==> config.mk <==
export PLATFORM = sky130hd
export DESIGN_NAME = dbg_display
export DESIGN_NICKNAME = d
export VERILOG_FILES = /design/src/rtl/dbg_display_pkg.sv /design/src/rtl/dbg_display_btn_debounce.sv /design/src/rtl/dbg_display.sv
export SDC_FILE = /design/constraint.sdc
export NUM_CORES = 1
export LEC_CHECK = 0
export CAP_MARGIN = 20
export CORE_MARGIN = 2
export CORE_UTILIZATION = 56
export DETAILED_ROUTE_END_ITERATION = 8
export PLACE_DENSITY = 0.8
export SETUP_SLACK_MARGIN = 0.15
export SYNTH_ARGS = -nofsm -noshare
export SYNTH_HDL_FRONTEND = slang
export SYNTH_SLANG_ARGS = --single-unit
==> constraint.sdc <==
create_clock -name clk -period 6.7 [get_ports clk]
set_clock_uncertainty 0.2 [all_clocks]
set_input_delay 0.67 -clock clk [delete_from_list [all_inputs] [get_ports clk]]
set_output_delay 0.67 -clock clk [all_outputs]
set_load 0.005 [all_outputs]
==> src/rtl/dbg_display_pkg.sv <==
// Shared definitions for the dbg_display board debug monitor:
// view-mode encoding, blank segment pattern and the hex-to-segment decoder.
package dbg_display_pkg;

  typedef enum logic [1:0] {
    MODE_MEM  = 2'd0,
    MODE_GR   = 2'd1,
    MODE_ADDR = 2'd2,
    MODE_RSVD = 2'd3
  } mode_e;

  localparam logic [6:0] SEG_BLANK = 7'h7F;

  // Active-low segments, bit order {g,f,e,d,c,b,a}.
  function automatic logic [6:0] hex_to_seg(input logic [3:0] nib);
    logic [6:0] s;
    case (nib)
      4'h0:    s = 7'h40;
      4'h1:    s = 7'h79;
      4'h2:    s = 7'h24;
      4'h3:    s = 7'h30;
      4'h4:    s = 7'h19;
      4'h5:    s = 7'h12;
      4'h6:    s = 7'h02;
      4'h7:    s = 7'h78;
      4'h8:    s = 7'h00;
      4'h9:    s = 7'h10;
      4'hA:    s = 7'h08;
      4'hB:    s = 7'h03;
      4'hC:    s = 7'h46;
      4'hD:    s = 7'h21;
      4'hE:    s = 7'h06;
      default: s = 7'h0E;
    endcase
    return s;
  endfunction

endpackage

==> src/rtl/dbg_display_btn_debounce.sv <==
// Push-button conditioner: 2-flop synchroniser, stability counter and a
// one-cycle press pulse on each accepted rising level.
module btn_debounce #(
  parameter int DEBOUNCE = 20000
) (
  input  logic clk,
  input  logic reset,
  input  logic btn_in,
  output logic level,
  output logic press
);

  localparam int CNT_W = $clog2(DEBOUNCE);
  localparam logic [CNT_W-1:0] CNT_LAST = CNT_W'(DEBOUNCE - 1);

  logic             sync1_q, sync1_d;
  logic             sync2_q, sync2_d;
  logic             level_q, level_d;
  logic [CNT_W-1:0] cnt_q, cnt_d;

  always_ff @(posedge clk or negedge reset) begin
    if (!reset) begin
      sync1_q <= 1'b0;
      sync2_q <= 1'b0;
      level_q <= 1'b0;
      cnt_q   <= '0;
    end else begin
      sync1_q <= sync1_d;
      sync2_q <= sync2_d;
      level_q <= level_d;
      cnt_q   <= cnt_d;
    end
  end

  // Any cycle where the synced input agrees with the accepted level restarts the count.
  always_comb begin
    sync1_d = btn_in;
    sync2_d = sync1_q;
    level_d = level_q;
    cnt_d   = '0;
    if (sync2_q != level_q) begin
      if (cnt_q == CNT_LAST) begin
        level_d = sync2_q;
      end else begin
        cnt_d = cnt_q + CNT_W'(1);
      end
    end
  end

  assign level = level_q;
  assign press = level_d & ~level_q;

endmodule

==> src/rtl/dbg_display.sv <==
// Board debug monitor: browse address, view mode and multiplexed hex display.
// Define DBG_DISPLAY_LZ_BLANK_EN to blank leading-zero digits.
//
// mode state | meaning
// MODE_MEM   | show mem_data for addr
// MODE_GR    | show gr_data for addr[GR_SEL_W-1:0]; add wraps inside the low field
// MODE_ADDR  | show addr itself
// MODE_RSVD  | unreachable; recovers to MODE_MEM
module dbg_display
  import dbg_display_pkg::*;
#(
  parameter int DIGITS   = 4,
  parameter int DATA_W   = 16,
  parameter int ADDR_W   = 8,
  parameter int GR_SEL_W = 3,
  parameter int SCAN_DIV = 50000,
  parameter int DEBOUNCE = 20000
) (
  input  logic              clk,
  input  logic              reset,
  input  logic              btn_add,
  input  logic              btn_mode,
  input  logic [DATA_W-1:0] mem_data,
  input  logic [DATA_W-1:0] gr_data,
  output logic [ADDR_W-1:0] addr,
  output logic [1:0]        mode,
  output logic [DIGITS-1:0] an,
  output logic [6:0]        seg
);

  localparam int DISP_W = 4 * DIGITS;
  localparam int IDX_W  = (DIGITS > 1) ? $clog2(DIGITS) : 1;
  localparam int PRE_W  = $clog2(SCAN_DIV);
  localparam logic [ADDR_W-1:0] GR_MASK = ADDR_W'((64'd1 << GR_SEL_W) - 64'd1);

  logic rst_s1_q, rst_s2_q, rst_n;
  logic add_press, mode_press, add_level, mode_level;
  logic unused_levels;

  mode_e             mode_q, mode_d;
  logic [ADDR_W-1:0] addr_q, addr_d;
  logic [PRE_W-1:0]  presc_q, presc_d;
  logic [IDX_W-1:0]  idx_q, idx_d;
  logic [DISP_W-1:0] snap_q, snap_d, src;
  logic [DIGITS-1:0] an_q, an_d;
  logic [6:0]        seg_q, seg_d;
  logic              tick;

  // Assertion is immediate; release is re-timed to clk.
  always_ff @(posedge clk or negedge reset) begin
    if (!reset) begin
      rst_s1_q <= 1'b0;
      rst_s2_q <= 1'b0;
    end else begin
      rst_s1_q <= 1'b1;
      rst_s2_q <= rst_s1_q;
    end
  end
  assign rst_n = rst_s2_q;

  btn_debounce #(.DEBOUNCE(DEBOUNCE)) u_db_add (
    .clk    (clk),
    .reset  (rst_n),
    .btn_in (btn_add),
    .level  (add_level),
    .press  (add_press)
  );

  btn_debounce #(.DEBOUNCE(DEBOUNCE)) u_db_mode (
    .clk    (clk),
    .reset  (rst_n),
    .btn_in (btn_mode),
    .level  (mode_level),
    .press  (mode_press)
  );

  assign unused_levels = add_level ^ mode_level;

  always_ff @(posedge clk or negedge rst_n) begin
    if (!rst_n) begin
      mode_q  <= MODE_MEM;
      addr_q  <= '0;
      presc_q <= '0;
      idx_q   <= '0;
      snap_q  <= '0;
      an_q    <= '1;
      seg_q   <= SEG_BLANK;
    end else begin
      mode_q  <= mode_d;
      addr_q  <= addr_d;
      presc_q <= presc_d;
      idx_q   <= idx_d;
      snap_q  <= snap_d;
      an_q    <= an_d;
      seg_q   <= seg_d;
    end
  end

  // A mode press wins over a simultaneous add press.
  always_comb begin
    mode_d = mode_q;
    addr_d = addr_q;
    if (mode_press) begin
      case (mode_q)
        MODE_MEM: begin
          mode_d = MODE_GR;
          addr_d = addr_q & GR_MASK;
        end
        MODE_GR: mode_d = MODE_ADDR;
        default: mode_d = MODE_MEM;
      endcase
    end else if (add_press) begin
      if (mode_q == MODE_GR) begin
        addr_d = (addr_q & ~GR_MASK) | ((addr_q + ADDR_W'(1)) & GR_MASK);
      end else begin
        addr_d = addr_q + ADDR_W'(1);
      end
    end
    if (mode_q == MODE_RSVD) begin
      mode_d = MODE_MEM;
    end
  end

  always_comb begin
    src = '0;
    case (mode_q)
      MODE_GR:   src[DATA_W-1:0] = gr_data;
      MODE_ADDR: src[ADDR_W-1:0] = addr_q;
      default:   src[DATA_W-1:0] = mem_data;
    endcase
  end

  // The slot that starts digit 0 also latches a fresh frame, so a frame never tears.
  always_comb begin
    tick    = (presc_q == PRE_W'(SCAN_DIV - 1));
    presc_d = tick ? '0 : presc_q + PRE_W'(1);
    idx_d   = idx_q;
    snap_d  = snap_q;
    an_d    = an_q;
    seg_d   = seg_q;
    if (tick) begin
      idx_d = (idx_q == IDX_W'(DIGITS - 1)) ? '0 : idx_q + IDX_W'(1);
      if (idx_q == '0) begin
        snap_d = src;
      end
      an_d  = ~(DIGITS'(1) << idx_q);
      seg_d = hex_to_seg(snap_d[{idx_q, 2'b00} +: 4]);
`ifdef DBG_DISPLAY_LZ_BLANK_EN
      if ((idx_q != '0) && ((snap_d >> {idx_q, 2'b00}) == '0)) begin
        seg_d = SEG_BLANK;
      end
`endif
    end
  end

  assign addr = addr_q;
  assign mode = mode_q;
  assign an   = an_q;
  assign seg  = seg_q;

endmodule

==> results.md <==
- Vias per cell: 5.73
- Yosys top cell by area: dfrtp_1
- Ys async rst share: 1.00
- CTS Buf Count: 9
- First-pass iteration count of the detailed router: 4
- # diodes: 0
- Gr ovfl total: 0
- Synth top area cells: dfrtp_1 41%, dfstp_2 5.8%, ha_1 5.0%, xor2_1 4.6%, nor2_1 4.2%
- Post_cts resized: 0
- Pwr/cell area: 183 nW/um^2
- Final TNS setup: 0 ns
- Worst vdd ir: 0.135 mV
- LEAKAGE: 2.51 nW
- Routed WL: 10200 um
- Critical Path Start Type: flop
- Synth Register Bits: 93
- Setup violators final: 0
- Clock Root Buffer: clkbuf_8
- Clk buf depth: 2
- First-pass GRT wire length: 17500 um
- Worst Path Max Fanout: 19
- Clock net sink count: 93
- Area grow syn2layout: 17.8%
- Largest net degree at the start of global routing: 92
- Post-DP HPWL: 7120 um
- Worst EP required: 6.75 ns
- Die Y: 98.2 um
- NumNets Final: 609
- Synthesized cell area: 4970 sq um
- Die Wd: 98.2 um
- Hold Buf Count CTS: 0
- Core area: 8680 sq um
- Syn nets: 561
- Distinct cell type count after synthesis: 56
- DRC violations left: 0
- Final Cycle Share: 0.613
- RSZ-0062 raised after global routing: false
- Fraction of layout cells with a size suffix above 1: 0.0896
- TritonCTS clock tree: done
- H-tree depth reported by CTS: 3
- Post-Synthesis Cells: 505
- Worst EP arrival: 4.16 ns
- Row cnt: 34
- Ys Warns: 0
- Vias: 3818
- Rel. slew slack: 0.393
- Clock-pin slew on the worst setup and hold paths: 0.10 ns
- Initial antenna violation count: 0
- Setup Fix Bufs, Post-CTS: 0
- RePlAce Congestion: 0.948
- Die ar.: 9650 sq um
- Worst slew pin tran: 0.905 ns
- Wirelength per Cell: 15.3 um
- Max Cap Violations: 0
- Clock Latency Late Sink: 0.36 ns
- Starting Density: 0.573
- Synth Area per Inst: 9.85 sq um
- Fmax: 243 MHz
- Post-synthesis sequential area ratio: 0.471
- DRT iter0 DRCs: 184
- Final setup margin: 2.59 ns
- Crit. End Element: flop
- Final Critical Period: 4.11 ns
- Final ANT Viol Nets: 0
- Final Hold Viols: 0
- Number of synthesized flops with an enable pin: 0
- Critical path class: reg -> reg
- Run status: complete, no violations
- Ports: 57
- Count leader, synth: dfrtp_1
- Vias in the first global route: 3766
- Pre-CTS WS: 2.62 ns
- Most used DFF post-synth: dfrtp_1
- Commonest cells in the netlist: 82 x dfrtp_1, 55 x nor2_1, 46 x nand2_1, 26 x nand3_1, 26 x xor2_1
- Max Slew Vio Count: 0
- Post-synth top area share: 0.413
- Worst hold path class: reg -> async
- # port buffers: 56
- Total GRT Usage: 0.220
## critical path: stages (launching register included)
cell and delay (ns):
dfrtp_1 0.60, inv_1 0.33, ha_1 0.58, inv_1 0.22, nor2_1 0.19, a22oi_1 0.11
a211oi_1 0.78, inv_1 0.16, ha_1 0.30, nor2b_1 0.15, mux2i_1 0.14, and4_1 0.20
a311oi_1 0.05
## flip-flops by register name, indices dropped and copies added (netlist names), 2 cells and up
name	flops
u_db_mode.cnt_q	15
addr	8
an	4
idx_q	2
mode	2
snap_q	16
u_db_add.cnt_q	15
presc_q	16
seg	7
## layout make-up
cell class | count | area (sq um)
well taps | 108 | 135
clock inverters | 7 | 105
clock buffers | 9 | 124
flip-flops and latches | 93 | 2340
fillers | 699 | 2820
inverters | 14 | 52.6
repair buffers | 58 | 616
multi-input cells | 377 | 2480
## routing by layer
layer  up-vias  routed length, um  GRT usage
li1       1876                  -          -
met1      1831               4740      0.305
met2        97               4900      0.358
met3        14                429     0.0351
met4         0                133     0.0759
met5         -                  0          0
## cell families (layout without fill, tap and decap cells)
kind of cell / Yosys count / count (layout) / synth area share
AND/OR/NAND/NOR: 198 / 198 / 0.202
AO/OA/AOI/OAI: 97 / 97 / 0.131
flip-flops: 93 / 93 / 0.471
XOR/XNOR: 40 / 40 / 0.0705
buffers and inverters: 35 / 88 / 0.0299
multiplexers: 21 / 21 / 0.0450
adder cells (fa/ha/maj): 20 / 20 / 0.0503
other: 1 / 1 / 0.000754
## final timing paths
path	cells after the start	to	slack, ns	from
max	12	seg[0]	2.59	idx_q[0]
max reg2reg	12	seg[0]	2.59	idx_q[0]
min in group clk	0	u_db_add.sync2_q	0.16	u_db_add.sync1_q
min reg2reg	0	u_db_add.cnt_q[13]	0.00004	rst_n
max in group asynchronous	1	an[2]	5.64	rst_n
min	0	u_db_add.cnt_q[13]	0.00004	rst_n
## power by group
part	leakage (nW)	switching, mW	total, mW	internal, mW
Clock	0.112	0.213	0.430	0.216
Combinational	1.22	0.0323	0.0666	0.0344
Sequential	1.18	0.00748	0.576	0.569
## layout by cell type, fill, tap and decap left out, types with 14 or more instances in the layout
| cell type | synthesis | routed |
|---|---|---|
| clkdlybuf4s50_1 | 0 | 56 |
| dfrtp_1 | 82 | 81 |
| ha_1 | 20 | 20 |
| inv_1 | 14 | 14 |
| nand2_1 | 46 | 46 |
| nand3_1 | 26 | 26 |
| nor2_1 | 55 | 55 |
| o21ai_0 | 25 | 25 |
| xnor2_1 | 14 | 14 |
| xor2_1 | 26 | 26 |
## metrics by stage
step | utilization | cell area, sq um | std cells | power (mW) | hold slack, ns
2_1_floorplan | - | 4970 | 505 | 0.620 | 0.131
3_3_place_gp | 0.642 | 5580 | 648 | 0.651 | 0.135
3_5_place_dp | 0.642 | 5580 | 648 | 0.652 | 0.140
4_1_cts | 0.669 | 5800 | 664 | 1.08 | 0.162
5_1_grt | 0.675 | 5860 | 666 | 1.11 | 0.0272
6_report | 0.675 | 5860 | 666 | 1.07 | 0.0000429
No activity file was read; power rests on OpenSTA's default activity.
